`src/rtl/moore_101_framer_tx.sv`:
```
// Serial "101"-preamble framing transmitter: preamble, payload MSB-first, optional parity, idle gap.
// Optional even-parity bit is enabled by defining MOORE_101_FRAMER_TX_PARITY_EN.
module moore_101_framer_tx #(
    parameter int DATA_W = 8,
    parameter int GAP    = 1
) (
    input  logic              clk,
    input  logic              rst_n,
    input  logic              in_valid,
    output logic              in_ready,
    input  logic [DATA_W-1:0] in_data,
    output logic              dout,
    output logic              dout_en,
    output logic              frame_done
);

    localparam int MAX_CNT = (DATA_W > GAP) ? ((DATA_W > 3) ? DATA_W : 3)
                                            : ((GAP > 3) ? GAP : 3);
    localparam int CNT_W   = $clog2(MAX_CNT);

    localparam logic [CNT_W-1:0] PRE_LAST  = CNT_W'(2);
    localparam logic [CNT_W-1:0] DATA_LAST = CNT_W'(DATA_W - 1);
    localparam logic [CNT_W-1:0] GAP_LAST  = CNT_W'((GAP > 0) ? GAP - 1 : 0);

    typedef enum logic [2:0] {
        S_IDLE = 3'd0,
        S_PRE  = 3'd1,
        S_DATA = 3'd2,
        S_PAR  = 3'd3,
        S_GAP  = 3'd4
    } state_t;

    localparam state_t POST_STATE = (GAP > 0) ? S_GAP : S_IDLE;

    state_t             state_q, state_d;
    logic [CNT_W-1:0]   cnt_q, cnt_d;
    logic [DATA_W-1:0]  sreg_q, sreg_d;
    logic               dout_q, dout_d;
    logic               dout_en_q, dout_en_d;
    logic               in_ready_q, in_ready_d;
    logic               frame_done_q, frame_done_d;
    logic               accept;
`ifdef MOORE_101_FRAMER_TX_PARITY_EN
    logic               par_q, par_d;
`endif

    assign accept = in_valid && in_ready_q;

    // NOTE: every signal written here gets a default first, otherwise a path that skips it infers a latch.
    always_comb begin
        state_d = state_q;
        cnt_d   = cnt_q;
        sreg_d  = sreg_q;
        if (cnt_q != '0) begin
            cnt_d = cnt_q - 1'b1;
        end
        case (state_q)
            S_IDLE: begin
                if (accept) begin
                    state_d = S_PRE;
                    cnt_d   = PRE_LAST;
                    sreg_d  = in_data;
                end
            end
            S_PRE: begin
                if (cnt_q == '0) begin
                    state_d = S_DATA;
                    cnt_d   = DATA_LAST;
                end
            end
            S_DATA: begin
                sreg_d = sreg_q << 1;
                if (cnt_q == '0) begin
`ifdef MOORE_101_FRAMER_TX_PARITY_EN
                    state_d = S_PAR;
                    cnt_d   = '0;
`else
                    state_d = POST_STATE;
                    cnt_d   = GAP_LAST;
`endif
                end
            end
`ifdef MOORE_101_FRAMER_TX_PARITY_EN
            S_PAR: begin
                state_d = POST_STATE;
                cnt_d   = GAP_LAST;
            end
`endif
            S_GAP: begin
                if (cnt_q == '0) begin
                    state_d = S_IDLE;
                end
            end
            default: begin
                state_d = S_IDLE;
                cnt_d   = '0;
            end
        endcase
    end

`ifdef MOORE_101_FRAMER_TX_PARITY_EN
    // Parity is captured with the word, since the shift register destroys it.
    assign par_d = accept ? ^in_data : par_q;
`endif

    // Outputs are decoded from the next state so they come straight out of flops.
    always_comb begin
        dout_d       = 1'b0;
        dout_en_d    = 1'b0;
        in_ready_d   = (state_d == S_IDLE);
        frame_done_d = (state_q != S_IDLE) && (state_d == S_IDLE);
        case (state_d)
            S_PRE: begin
                dout_d    = ~cnt_d[0];
                dout_en_d = 1'b1;
            end
            S_DATA: begin
                dout_d    = sreg_d[DATA_W-1];
                dout_en_d = 1'b1;
            end
`ifdef MOORE_101_FRAMER_TX_PARITY_EN
            S_PAR: begin
                dout_d    = par_d;
                dout_en_d = 1'b1;
            end
`endif
            default: begin
                dout_d    = 1'b0;
                dout_en_d = 1'b0;
            end
        endcase
    end

    // NOTE: sequential state uses non-blocking assignments so all flops update from pre-edge values.
    always_ff @(posedge clk or negedge rst_n) begin
        if (!rst_n) begin
            state_q      <= S_IDLE;
            cnt_q        <= '0;
            sreg_q       <= '0;
            dout_q       <= 1'b0;
            dout_en_q    <= 1'b0;
            in_ready_q   <= 1'b0;
            frame_done_q <= 1'b0;
`ifdef MOORE_101_FRAMER_TX_PARITY_EN
            par_q        <= 1'b0;
`endif
        end else begin
            state_q      <= state_d;
            cnt_q        <= cnt_d;
            sreg_q       <= sreg_d;
            dout_q       <= dout_d;
            dout_en_q    <= dout_en_d;
            in_ready_q   <= in_ready_d;
            frame_done_q <= frame_done_d;
`ifdef MOORE_101_FRAMER_TX_PARITY_EN
            par_q        <= par_d;
`endif
        end
    end

    assign dout       = dout_q;
    assign dout_en    = dout_en_q;
    assign in_ready   = in_ready_q;
    assign frame_done = frame_done_q;

endmodule

```
`config.mk`:
```
export PLATFORM = sky130hd
export DESIGN_NAME = moore_101_framer_tx
export DESIGN_NICKNAME = d
export VERILOG_FILES = /design/src/rtl/moore_101_framer_tx.sv
export SDC_FILE = /design/constraint.sdc
export NUM_CORES = 1
export LEC_CHECK = 0
export ABC_CLOCK_PERIOD_IN_PS = 2400
export CORE_ASPECT_RATIO = 1.2
export CORE_MARGIN = 2
export CORE_UTILIZATION = 50
export CTS_CLUSTER_DIAMETER = 80
export CTS_CLUSTER_SIZE = 16
export DETAILED_ROUTE_END_ITERATION = 8
export PLACE_DENSITY = 0.76
export SLEW_MARGIN = 20
export SYNTH_ARGS = -nofsm -noshare
export SYNTH_HDL_FRONTEND = slang
export SYNTH_SLANG_ARGS = --single-unit
```
`constraint.sdc`:
```
create_clock -name clk -period 2.4 [get_ports clk]
set_input_delay 0.72 -clock clk [delete_from_list [all_inputs] [get_ports clk]]
set_output_delay 0.72 -clock clk [all_outputs]
set_load 0.02 [all_outputs]
```
======== After elaboration in Yosys (flattened, before gate mapping) ========
Cells that the tools add are included.
Widths: inputs -> output; s select.
word-level totals
  register bits after elaboration ......... 18
  bits in latches ......................... 0
  bits in writable memories ............... 0
  memory bits (read-only) ................. 0
  bits of input ports ..................... 11
  output and inout bits ................... 4
  memories kept ........................... 0
operators by class
  add/subtract/negate cells ............... 1
  multiply operators ...................... 0
  divide/modulo/power cells ............... 0
  $lt $le $gt $ge ......................... 0
  equality and inequality tests ........... 6
  shifts and indexed selects .............. 0
  multiplexer cells ....................... 14
  bitwise gates (word level) .............. 1
  reductions and logical operators ........ 10
operators with widths
  operator             number
  $mux 3               8
  $pmux 3 s4           2
  $pmux 8 s2           1
  $logic_not 3->1      3
  $mux 8               1
  $eq 3x1->1 const B   2
  $eq 3x2->1 const B   2
  $reduce_bool 3->1    2
  $eq 3x3->1 const B   1
  $sub 3x1->3 const B  1
  $logic_and 1x1->1    2
  $ne 2x2->1 const B   1
  $pmux 1 s2           1
  $reduce_and 2->1     1
  $reduce_bool 2->1    1
  $reduce_or 2->1      1
  $mux 1               1
  $not 1->1            1

======== Depth between registers and ports, before layout ========
Gate-level depths: netlist of run 1.
  depth after elaboration ................. 6
  mapped depth ............................ 8
  gate-level depth less buffers ........... 8

======== Least setup slack after synthesis of run 1 ========
Ideal clock, no wire load.
  path kind ............................... input -> register
  from .................................... input port in_valid
  to ...................................... register dout_q, in the netlist dout
  setup time .............................. 0.140 ns
  data arrival time ....................... 1.598 ns
  required time ........................... 2.260 ns
  setup slack ............................. 0.662 ns
  cell stages on the path ................. 5
  buffers on the path ..................... 1
  cells stage by stage .................... a21oi_1 or3_4 buf_6 a222oi_1 o22ai_1
between the ends
  longest elaborated chain between the ends .. 5
RTL lines
  item                                RTL line  source
  start, declared                     9         input logic in_valid,
  $logic_and 1x1->1 (*)               47        assign accept = in_valid && in_ready_q;
  $mux 3                              59        if (accept) begin
  $pmux 3 s4                          57        case (state_q)
  $eq 3x2->1 (tied with other cells)  112       case (state_d)
  $pmux 1 s2 (*)                      112
  named net dout_d                    38        logic dout_q, dout_d;
  end signal, assigned                151       dout_q <= dout_d;
  end, declared                       38
The timed path passes the listed nets; every way through them passes the cells marked *. The select of a mux whose other input is x is not followed.
A chain may end at the register's enable or synchronous reset.

======== Worst setup path after layout of run 1 ========
  from .................................... register in_ready_q, in the netlist in_ready
  to ...................................... output port in_ready
RTL lines
  item                    RTL line  source
  start, declared         40        logic in_ready_q, in_ready_d;
  start signal, assigned  153       in_ready_q <= in_ready_d;
  end, declared           10        output logic in_ready,
No word-level cell between the ends.

==> flow_metrics.py, run 1 <==
metrics = {
    "sta": {
        "hold_viol": 0,
        "slew_headroom_pct": 60.36,
        "fin_hold_ws_ns": 0.4934,
        "max_slew.worst_pin.slew_ns": 0.5934,
        "timing_max_transition_violations_final": 0,
        "fin_crit_ns": 1.990,
        "setup_viol_count_final": 0,
        "clock-skew-final_ns": 0.003028,
        "worst_slack_ns": 0.4100,
        "min_period_over_period_pct": 82.92,
        "timing.setup.tns_ns": 0,
        "fmax_mhz": 502.5,
        "rsz0062_at_grt": "false",
    },
    "synthesis": {
        "syn-num-nets": 96,
        "synth.top_cells.by_area": "sky130_fd_sc_hd__dfrtp_1, sky130_fd_sc_hd__a222oi_1, sky130_fd_sc_hd__ha_1",
        "synth.most_common_cell": "sky130_fd_sc_hd__dfrtp_1",
        "synth_async_sr_flop_share_pct": 100.0,
        "synthDistinctLibCells": 25,
        "synth_commonest_cells": "sky130_fd_sc_hd__dfrtp_1, sky130_fd_sc_hd__inv_1, sky130_fd_sc_hd__a222oi_1",
        "yosys_warnings": 0,
        "number_of_enable_type_register_cells_in_the_synthesized_netlist": 0,
        "synth.top_cell.area_share_pct": 51.28,
        "post_synthesis_instance_area_um2": 878.3,
        "synth.yosys.seq_area_share_pct": 51.28,
        "postSynthAreaPerCell_um2": 10.84,
        "ys_ff_latch": 18,
        "netlist_instances": 81,
        "top_flip_flop_cell_by_instance_count_after_synthesis": "sky130_fd_sc_hd__dfrtp_1",
        "yosys.area.top_type": "sky130_fd_sc_hd__dfrtp_1",
    },
    "global_route": {
        "first_global_vias": 627,
        "gr-total-overflow": 0,
        "grt_max_degree": 19,
        "grt_pass1_wl_um": 2587,
        "number_of_antenna_violations_at_the_first_check_in_global_routing": 0,
        "grt.total_usage_pct": 16.06,
    },
    "clock_tree": {
        "cts_htree_levels": 1,
        "post_cts_resized": 0,
        "clockRootBuffer": "sky130_fd_sc_hd__clkbuf_4",
        "cts_made_buffers": 3,
        "cts_hold_repair.buffers": 0,
        "max-clock-path-buffers": 2,
        "clk_latency_ns": 0.28,
        "clkTransAtPathRegs_ns": 0.09,
        "cts_tree": "yes",
        "cts_sinks": 18,
        "cts_setup_buffers": 0,
    },
    "cells_and_area": {
        "antennaDiodeCount": 0,
        "final_layout_size_suffix_gt1_share_pct": 9.375,
        "instances_no_fill": 114,
        "finish.net_count": 113,
        "layout-area-overhead-vs-synth_pct": 18.80,
        "finalCoreUtilization_pct": 63.57,
    },
    "critical_path": {
        "path_delay_family": "buffers and inverters",
        "cp-end-kind": "output pin",
        "worstSetupPathDepth": 1,
        "crit_required_ns": 1.68,
        "critPathSlowestCell": "sky130_fd_sc_hd__clkdlybuf4s50_1",
        "largest_fanout_on_the_critical_path": 3,
        "timing.critical_path.cells": "clkdlybuf4s50_1",
        "timing_worst_setup_path_type": "flop to output pin",
        "critical_path.startpoint_type": "flop",
        "slowest_delay_ns": 0.61,
        "worst_endpoint_data_arrival_time_ns": 1.27,
        "ff2ff_path_depth": 7,
        "critical_path_buf_inv_count": 1,
    },
    "drt": {
        "detail_route.wirelength_um": 1525,
        "wl_per_cell_um": 13.38,
        "remaining_number_of_nets_flagged_by_the_antenna_check_after_routing": 0,
        "dr.first_iter.drc_count": 35,
        "routed-via-count": 634,
        "dr.pass1.iters": 4,
        "vias_per_cell": 5.561,
        "drcViolationCount": 0,
    },
    "floorplan": {
        "design.core.area_um2": 1642,
        "fp-row-count": 16,
        "io_pins": 15,
        "dieArea_um2": 2109,
        "starting_density_of_the_core_pct": 53.51,
        "floorplan.die.height_um": 49.91,
        "dieWidth_um": 42.26,
    },
    "place": {
        "placedCellCount": 111,
        "place_hpwl_um": 1184,
        "place.port_buffers": 14,
        "detailedPlace.worstSlack_ns": 0.1346,
        "place_congestion": 0.7184,
    },
    "min_path": {
        "timing.hold.worst_path_depth": 2,
        "timing.hold.worst.class": "flop to flop",
    },
    "outcome": {
        "status": "finished, final reports clean",
    },
    "flow_run": {
        "maxCapViolations": 0,
    },
    "pwr": {
        "leakage_nw": 0.4992,
        "power_density_nw_per_um2": 1202,
        "peakVddDrop_v": 0.0005934,
    },
}
[area by class of cell]
| class | instances | area [µm²] |
|---|---|---|
| Sequential cell | 18 | 450.4 |
| Timing Repair Buffer | 17 | 162.7 |
| Clock buffer | 3 | 22.52 |
| Tap cell | 18 | 22.52 |
| Fill cell | 143 | 598.1 |
| Inverter | 13 | 48.80 |
| Multi-Input combinational cell | 45 | 336.6 |
[placed cells by master (no fill, tap or decap), types with 2 or more instances in the layout]
master	count
sky130_fd_sc_hd__nand2_1	4
sky130_fd_sc_hd__a222oi_1	7
sky130_fd_sc_hd__a21oi_1	6
sky130_fd_sc_hd__nor2b_1	2
sky130_fd_sc_hd__o21ai_0	3
sky130_fd_sc_hd__inv_1	13
sky130_fd_sc_hd__ha_1	4
sky130_fd_sc_hd__dfrtp_1	18
sky130_fd_sc_hd__clkdlybuf4s50_1	14
sky130_fd_sc_hd__nor2_1	4
sky130_fd_sc_hd__clkbuf_4	3
sky130_fd_sc_hd__buf_4	3
sky130_fd_sc_hd__nand3b_1	3
[metrics by stage]
stage | area [µm²] | power [mW]
2_1_floorplan | 878.3 | 0.9738
3_3_place_gp | 1021 | 1.110
3_5_place_dp | 1021 | 1.129
4_1_cts | 1044 | 1.270
5_1_grt | 1044 | 1.373
6_report | 1044 | 1.255
[state kept, by name, indices dropped and copies added, names as in the netlist]
register	flops
sreg_q	8
cnt_q	3
state_q	3
dout	1
dout_en	1
frame_done	1
in_ready	1
[cells by family (layout without fill, tap and decap cells)]
family	count (synthesis)	after routing	share of synthesized area, %
buffers and inverters	18	33	10.40
AO/OA/AOI/OAI	23	23	19.66
adder cells (fa/ha/maj)	4	4	5.698
flip-flops	18	18	51.28
AND/OR/NAND/NOR	18	18	12.96
[routing by layer]
metal | vias up | track usage [%] | wire length [µm] | share of wire (%)
met4 | 0 | 4.688 | 0 | 0
met1 | 307 | 19.34 | 704 | 46
li1 | 320 | - | - | -
met2 | 7 | 28.46 | 784 | 51
met5 | - | 0 | 0 | 0
met3 | 0 | 3.297 | 36 | 2.4
[power by group]
part           switching (mW)  internal, mW  leakage, nW
logic                   0.305         0.280        0.259
clock network          0.0817        0.0582       0.0138
registers              0.0935         0.436        0.227
[worst paths after layout]
kind | startpoint | to | slack, ns
min in group asynchronous | rst_n | state_q[2]$_DFF_PN0_ | 0.76
max reg2reg | cnt_q[0]$_DFF_PN0_ | dout$_DFF_PN0_ | 0.44
min | sreg_q[7]$_DFF_PN0_ | sreg_q[7]$_DFF_PN0_ | 0.49
min reg2reg | sreg_q[7]$_DFF_PN0_ | sreg_q[7]$_DFF_PN0_ | 0.49
max | in_ready$_DFF_PN0_ | in_ready | 0.41
max in group asynchronous | rst_n | sreg_q[7]$_DFF_PN0_ | 1.46
Power figures use the tool's default switching activity.
==> inputs of run 2 (changes only) <==
--- a/config.mk
+++ b/config.mk
@@ -5,14 +5,14 @@
 export SDC_FILE = /design/constraint.sdc
 export NUM_CORES = 1
 export LEC_CHECK = 0
-export ABC_CLOCK_PERIOD_IN_PS = 2400
+export ABC_CLOCK_PERIOD_IN_PS = 1700
 export CORE_ASPECT_RATIO = 1.2
 export CORE_MARGIN = 2
-export CORE_UTILIZATION = 50
+export CORE_UTILIZATION = 45
 export CTS_CLUSTER_DIAMETER = 80
 export CTS_CLUSTER_SIZE = 16
 export DETAILED_ROUTE_END_ITERATION = 8
-export PLACE_DENSITY = 0.76
+export PLACE_DENSITY = 0.72
 export SLEW_MARGIN = 20
 export SYNTH_ARGS = -nofsm -noshare
 export SYNTH_HDL_FRONTEND = slang
==> constraint.sdc (replaced) <==
create_clock -name clk -period 1.7 [get_ports clk]
set_input_delay 0.51 -clock clk [delete_from_list [all_inputs] [get_ports clk]]
set_output_delay 0.51 -clock clk [all_outputs]
set_load 0.02 [all_outputs]
==> run 2 against run 1 <==
Effect of this change: clock-buffer cell count increased by 1; clock skew decreased by 0.00059 ns; worst setup slack got worse by 0.29 ns; clock power increased by 86%; sequential power increased by 40%; global-route usage increased by 0.99 points; first-iteration DRC count decreased by 5.7%; combinational power increased by 60%; core utilization decreased by 3.4 points.
==> flow_metrics.py, run 2 (synthesized netlist as in run 1, its figures left out) <==
metrics = {
    "floorplan": {
        "fp-row-count": 17,
        "dieArea_um2": 2323,
        "starting_density_of_the_core_pct": 47.46,
        "floorplan.die.height_um": 52.40,
        "dieWidth_um": 44.33,
        "design.core.area_um2": 1851,
        "io_pins": 15,
    },
    "cells_and_area": {
        "most_common_cell_after_layout_fill_and_taps_aside": "sky130_fd_sc_hd__dfrtp_1",
        "instances_no_fill": 123,
        "largest_regs": "sreg_q: 8 flops, cnt_q: 3 flops, state_q: 3 flops",
        "final_layout_size_suffix_gt1_share_pct": 19.23,
        "largest_register_by_flop_count": "sreg_q",
        "finish.net_count": 120,
        "layout_common_cells": "sky130_fd_sc_hd__dfrtp_1, sky130_fd_sc_hd__inv_1, sky130_fd_sc_hd__buf_4",
        "layout-area-overhead-vs-synth_pct": 26.78,
        "finalCoreUtilization_pct": 60.18,
        "largest_register_ffs": 8,
        "antennaDiodeCount": 0,
    },
    "drt": {
        "drcViolationCount": 0,
        "dr.pass1.iters": 5,
        "remaining_number_of_nets_flagged_by_the_antenna_check_after_routing": 0,
        "dr.first_iter.drc_count": 33,
        "detail_route.wirelength_um": 1671,
        "routed-via-count": 683,
        "wl_per_cell_um": 13.59,
        "vias_per_cell": 5.553,
    },
    "clock_tree": {
        "clkTransAtPathRegs_ns": 0.10,
        "cts_made_buffers": 3,
        "cts_setup_buffers": 0,
        "max-clock-path-buffers": 2,
        "cts_sinks": 18,
        "cts_tree": "yes",
        "cts_hold_repair.buffers": 0,
        "clk_latency_ns": 0.29,
        "cts_htree_levels": 1,
        "clockRootBuffer": "sky130_fd_sc_hd__clkbuf_4",
    },
    "pwr": {
        "power_density_nw_per_um2": 1741,
        "leakage_nw": 0.5537,
        "totalPowerFinal_mw": 1.938,
        "peakVddDrop_v": 0.0009183,
    },
    "critical_path": {
        "worst_endpoint_data_arrival_time_ns": 1.74,
        "reg2reg_setup_slack_ns": 0.12,
        "crit-reg2reg-launch": "state_q[1]$_DFF_PN0_",
        "ff2ff_path_depth": 4,
        "timing_worst_setup_path_type": "flop to flop",
        "largest_fanout_on_the_critical_path": 10,
        "crit_required_ns": 1.86,
        "critical_path.startpoint_type": "flop",
        "reg2reg_to": "dout$_DFF_PN0_",
        "cp-end-kind": "flop",
    },
    "min_path": {
        "hold-path-endpoint": "sreg_q[1]$_DFFE_PN0P_",
        "timing.hold.worst.class": "flop to flop",
        "hp-start": "sreg_q[0]$_DFFE_PN0P_",
        "timing.hold.worst_path_depth": 2,
    },
    "place": {
        "place_congestion": 0.7239,
        "place.port_buffers": 14,
        "place_hpwl_um": 1281,
        "placedCellCount": 119,
    },
    "sta": {
        "min_period_over_period_pct": 92.91,
        "timing_max_transition_violations_final": 0,
        "fmax_mhz": 633.2,
        "setup_viol_count_final": 0,
        "slew_headroom_pct": 72.50,
        "fin_hold_ws_ns": 0.5060,
        "fin_crit_ns": 1.579,
        "timing.setup.tns_ns": 0,
        "hold_viol": 0,
        "clock-skew-final_ns": 0.002441,
        "rsz0062_at_grt": "false",
        "max_slew.worst_pin.slew_ns": 0.4082,
    },
    "global_route": {
        "grt_max_degree": 19,
        "grt.total_usage_pct": 17.05,
        "grt_pass1_wl_um": 2849,
        "gr-total-overflow": 0,
        "first_global_vias": 678,
        "number_of_antenna_violations_at_the_first_check_in_global_routing": 0,
    },
    "outcome": {
        "status": "finished, final reports clean",
    },
    "flow_run": {
        "maxCapViolations": 0,
    },
}
==> run 2: worst max-delay path by stage <==
stage / from / end / slack, ns / cells past startpoint
floorplan: cnt_q[0]$_DFF_PN0_ / dout$_DFF_PN0_ / 0.04 / 7
global placement: in_valid / dout$_DFF_PN0_ / -0.28 / 5
detailed placement: in_valid / dout$_DFF_PN0_ / -0.34 / 5
CTS: cnt_q[0]$_DFF_PN0_ / dout$_DFF_PN0_ / 0.02 / 7
global route: cnt_q[0]$_DFF_PN0_ / dout$_DFF_PN0_ / 0.02 / 7
finish: state_q[1]$_DFF_PN0_ / dout$_DFF_PN0_ / 0.12 / 4
==> run 2: area by class of cell <==
type	instances	area, µm²
Multi-Input combinational cell	45	345.3
Timing Repair Buffer	24	209.0
Tap cell	19	23.77
Sequential cell	18	450.4
Clock buffer	4	36.28
Fill cell	171	737.0
Inverter	13	48.80
==> run 2: where the power goes <==
part           total, mW  switching, mW  internal, mW
Combinational      0.938          0.471         0.467
Clock              0.260          0.130         0.130
Sequential         0.740          0.125         0.615
==> run 2: metrics by stage <==
step / setup slack, ns / cell area, µm²
2_1_floorplan: 0.03558 / 878.3
4_1_cts: 0.01909 / 1105
5_1_grt: 0.02403 / 1114
6_report: 0.1206 / 1114
3_5_place_dp: -0.3385 / 1075
3_3_place_gp: -0.2848 / 1075
==> run 2: repair_timing <==
action / in CTS / in global routing
endpoints found under the hold margin: 0 / 0
resized for setup: 5 / 4
setup endpoints to repair: 5 / 3
pin swaps: 2 / 0
==> run 2: routing by layer <==
layer	up-vias	track usage, %	part of all wire, %
li1	338	-	-
met5	-	0	0
met1	326	18.76	40
met4	0	6.061	0.36
met3	2	3.103	3.5
met2	17	31.86	56
==> run 2: critical path, stage by stage (launching register included) <==
cell and delay (ns):
sky130_fd_sc_hd__dfrtp_1 0.52, sky130_fd_sc_hd__a21oi_1 0.08, sky130_fd_sc_hd__or3_4 0.43, sky130_fd_sc_hd__a222oi_1 0.31
sky130_fd_sc_hd__o22ai_1 0.11
==> inputs of run 3 (changes only) <==
--- a/config.mk
+++ b/config.mk
@@ -7,7 +7,6 @@
 export LEC_CHECK = 0
 export ABC_CLOCK_PERIOD_IN_PS = 1700
 export CORE_ASPECT_RATIO = 1.2
-export CORE_MARGIN = 2
 export CORE_UTILIZATION = 45
 export CTS_CLUSTER_DIAMETER = 80
 export CTS_CLUSTER_SIZE = 16
==> run 3 against run 2 <==
Effect of this change: total power grew 1.2%; cell area grew 0.79%; die area down 8.2%; critical path depth is the same; sequential share of layout area decreased by 0.32 points; combinational power rose by 1%; clock power about the same; largest cell class unchanged; register-to-register slack got worse by 0.04 ns; worst setup slack worse by 0.036 ns.
==> flow_metrics.py, run 3 (synthesized netlist as in run 1, its figures left out) <==
metrics = {
    "critical_path": {
        "critical_path.startpoint_type": "flop",
        "path_delay_family": "compound AO/OA/AOI/OAI gates",
        "cp-end-kind": "flop",
        "timing.critical_path.cells": "a21oi_1, or3_4, a222oi_1, o22ai_1",
        "critPathSlowestCell": "sky130_fd_sc_hd__dfrtp_1",
        "largest_fanout_on_the_critical_path": 10,
        "critical_path_buf_inv_count": 0,
        "slowest_delay_ns": 0.51,
        "worst_endpoint_data_arrival_time_ns": 1.78,
        "crit_required_ns": 1.86,
        "timing_worst_setup_path_type": "flop to flop",
    },
    "pwr": {
        "power_density_nw_per_um2": 1747,
        "leakage_nw": 0.5635,
        "switchingPower_uw": 734.0,
        "clkPwrFrac_pct": 13.4,
        "power.share.switching_pct": 37.44,
        "peakVddDrop_v": 0.0009092,
        "pwr-share-comb_pct": 48.5,
        "power.sequential.fraction_pct": 38.1,
        "p_int_mw": 1.227,
    },
    "drt": {
        "drcViolationCount": 0,
        "vias_per_cell": 5.382,
        "detail_route.wirelength_um": 1626,
        "dr.first_iter.drc_count": 22,
        "wl_per_cell_um": 13.22,
        "dr.pass1.iters": 4,
        "routed-via-count": 662,
        "remaining_number_of_nets_flagged_by_the_antenna_check_after_routing": 0,
    },
    "place": {
        "place_congestion": 0.7123,
        "place.port_buffers": 14,
        "detailedPlace.worstSlack_ns": -0.3148,
        "place_hpwl_um": 1253,
    },
    "sta": {
        "max_slew.worst_pin.slew_ns": 0.3800,
        "fmax_mhz": 619.1,
        "fin_crit_ns": 1.615,
        "clock-skew-final_ns": 0.01003,
        "rsz0062_at_grt": "false",
        "slew_headroom_pct": 74.40,
        "hold_viol": 0,
        "min_period_over_period_pct": 95.02,
        "setup_viol_count_final": 0,
        "fin_hold_ws_ns": 0.4990,
        "worst_slack_ns": 0.08463,
        "timing_max_transition_violations_final": 0,
    },
    "min_path": {
        "timing.hold.worst.class": "flop to flop",
    },
    "global_route": {
        "grt.total_usage_pct": 17.34,
        "grt_max_degree": 19,
        "gr-total-overflow": 0,
        "first_global_vias": 704,
        "number_of_antenna_violations_at_the_first_check_in_global_routing": 0,
        "grt_pass1_wl_um": 2822,
    },
    "clock_tree": {
        "cts_htree_levels": 1,
        "clk_latency_ns": 0.29,
        "cts_tree": "yes",
        "cts_made_buffers": 3,
        "cts_setup_buffers": 0,
        "clockRootBuffer": "sky130_fd_sc_hd__clkbuf_4",
        "clkTransAtPathRegs_ns": 0.09,
        "cts_sinks": 18,
        "max-clock-path-buffers": 2,
    },
    "cells_and_area": {
        "layout-area-overhead-vs-synth_pct": 27.78,
        "layout.area.seq_um2": 450.4,
        "layout_common_cells": "sky130_fd_sc_hd__dfrtp_1, sky130_fd_sc_hd__inv_1, sky130_fd_sc_hd__buf_4",
        "most_common_cell_after_layout_fill_and_taps_aside": "sky130_fd_sc_hd__dfrtp_1",
        "largest_register_by_flop_count": "sreg_q",
        "largest_regs": "sreg_q: 8 flops, cnt_q: 3 flops, state_q: 3 flops",
        "multi_input_area_um2": 350.3,
        "finalCoreUtilization_pct": 61.35,
        "antennaDiodeCount": 0,
        "num-fill-cells": 167,
        "largest_register_ffs": 8,
        "final_layout_size_suffix_gt1_share_pct": 19.23,
        "finish.net_count": 120,
    },
    "floorplan": {
        "dieWidth_um": 42.33,
        "fp-row-count": 17,
        "design.core.area_um2": 1829,
        "dieArea_um2": 2133,
        "io_pins": 15,
        "starting_density_of_the_core_pct": 48.02,
        "floorplan.die.height_um": 50.40,
    },
    "outcome": {
        "status": "finished, final reports clean",
    },
    "flow_run": {
        "maxCapViolations": 0,
    },
}
==> run 3: area by class of cell <==
type	instances	share of cell area, %
multi-input cells	45	31.22
inverters	13	4.348
clock buffers	4	3.233
repair buffers	24	18.95
well taps	19	2.118
flip-flops and latches	18	40.13
==> run 3: stage by stage <==
step	TNS [ns]	total power, mW	instances	area [µm²]
after floorplan	0	1.375	81	878.3
final	0	1.961	123	1122
after CTS	0	1.963	123	1112
after detailed placement	-2.656	1.699	119	1075
after global routing	0	2.116	123	1122
after global placement	-2.403	1.662	119	1075
==> run 3: path summary, 6_finish.rpt <==
check                                           start                    end  slack (ns)  cells after the start
max in group asynchronous                       rst_n  sreg_q[4]$_DFFE_PN0P_        0.97                      2
worst max-delay path             state_q[1]$_DFF_PN0_         dout$_DFF_PN0_        0.08                      4
worst min-delay path            sreg_q[4]$_DFFE_PN0P_  sreg_q[4]$_DFFE_PN0P_        0.50                      2
worst max register to register   state_q[1]$_DFF_PN0_         dout$_DFF_PN0_        0.08                      4
min in group asynchronous                       rst_n     cnt_q[1]$_DFF_PN0_        0.52                      2
worst min register to register  sreg_q[4]$_DFFE_PN0P_  sreg_q[4]$_DFFE_PN0P_        0.50                      2
==> run 3: worst register-to-register path, cell delays in order (launching register included) <==
cell and delay (ns):
sky130_fd_sc_hd__dfrtp_1 0.51, sky130_fd_sc_hd__a21oi_1 0.08, sky130_fd_sc_hd__or3_4 0.44, sky130_fd_sc_hd__a222oi_1 0.31, sky130_fd_sc_hd__o22ai_1 0.14
==> run 3: timing repair <==
item | 4_1_cts | 5_1_grt
pin swaps | 1 | 3
setup endpoints to repair | 5 | 5
hold buffers | 0 | 0
gates resized for setup | 5 | 5
hold endpoints to repair | 0 | 0
==> run 3: layer usage <==
layer,track usage [%],wire [µm],vias up
li1,-,-,335
met1,19.25,684,312
met2,32.31,873,13
met3,3.597,50,2
met4,5.729,17,0
met5,0,0,-
==> run 3: power groups by stage <==
stage	clock network (mW)	logic, mW	registers (mW)
2_1_floorplan	0	0.632	0.743
3_3_place_gp	0	0.912	0.751
3_5_place_dp	0	0.948	0.751
4_1_cts	0.272	0.948	0.743
5_1_grt	0.288	1.06	0.772
6_report	0.262	0.951	0.747
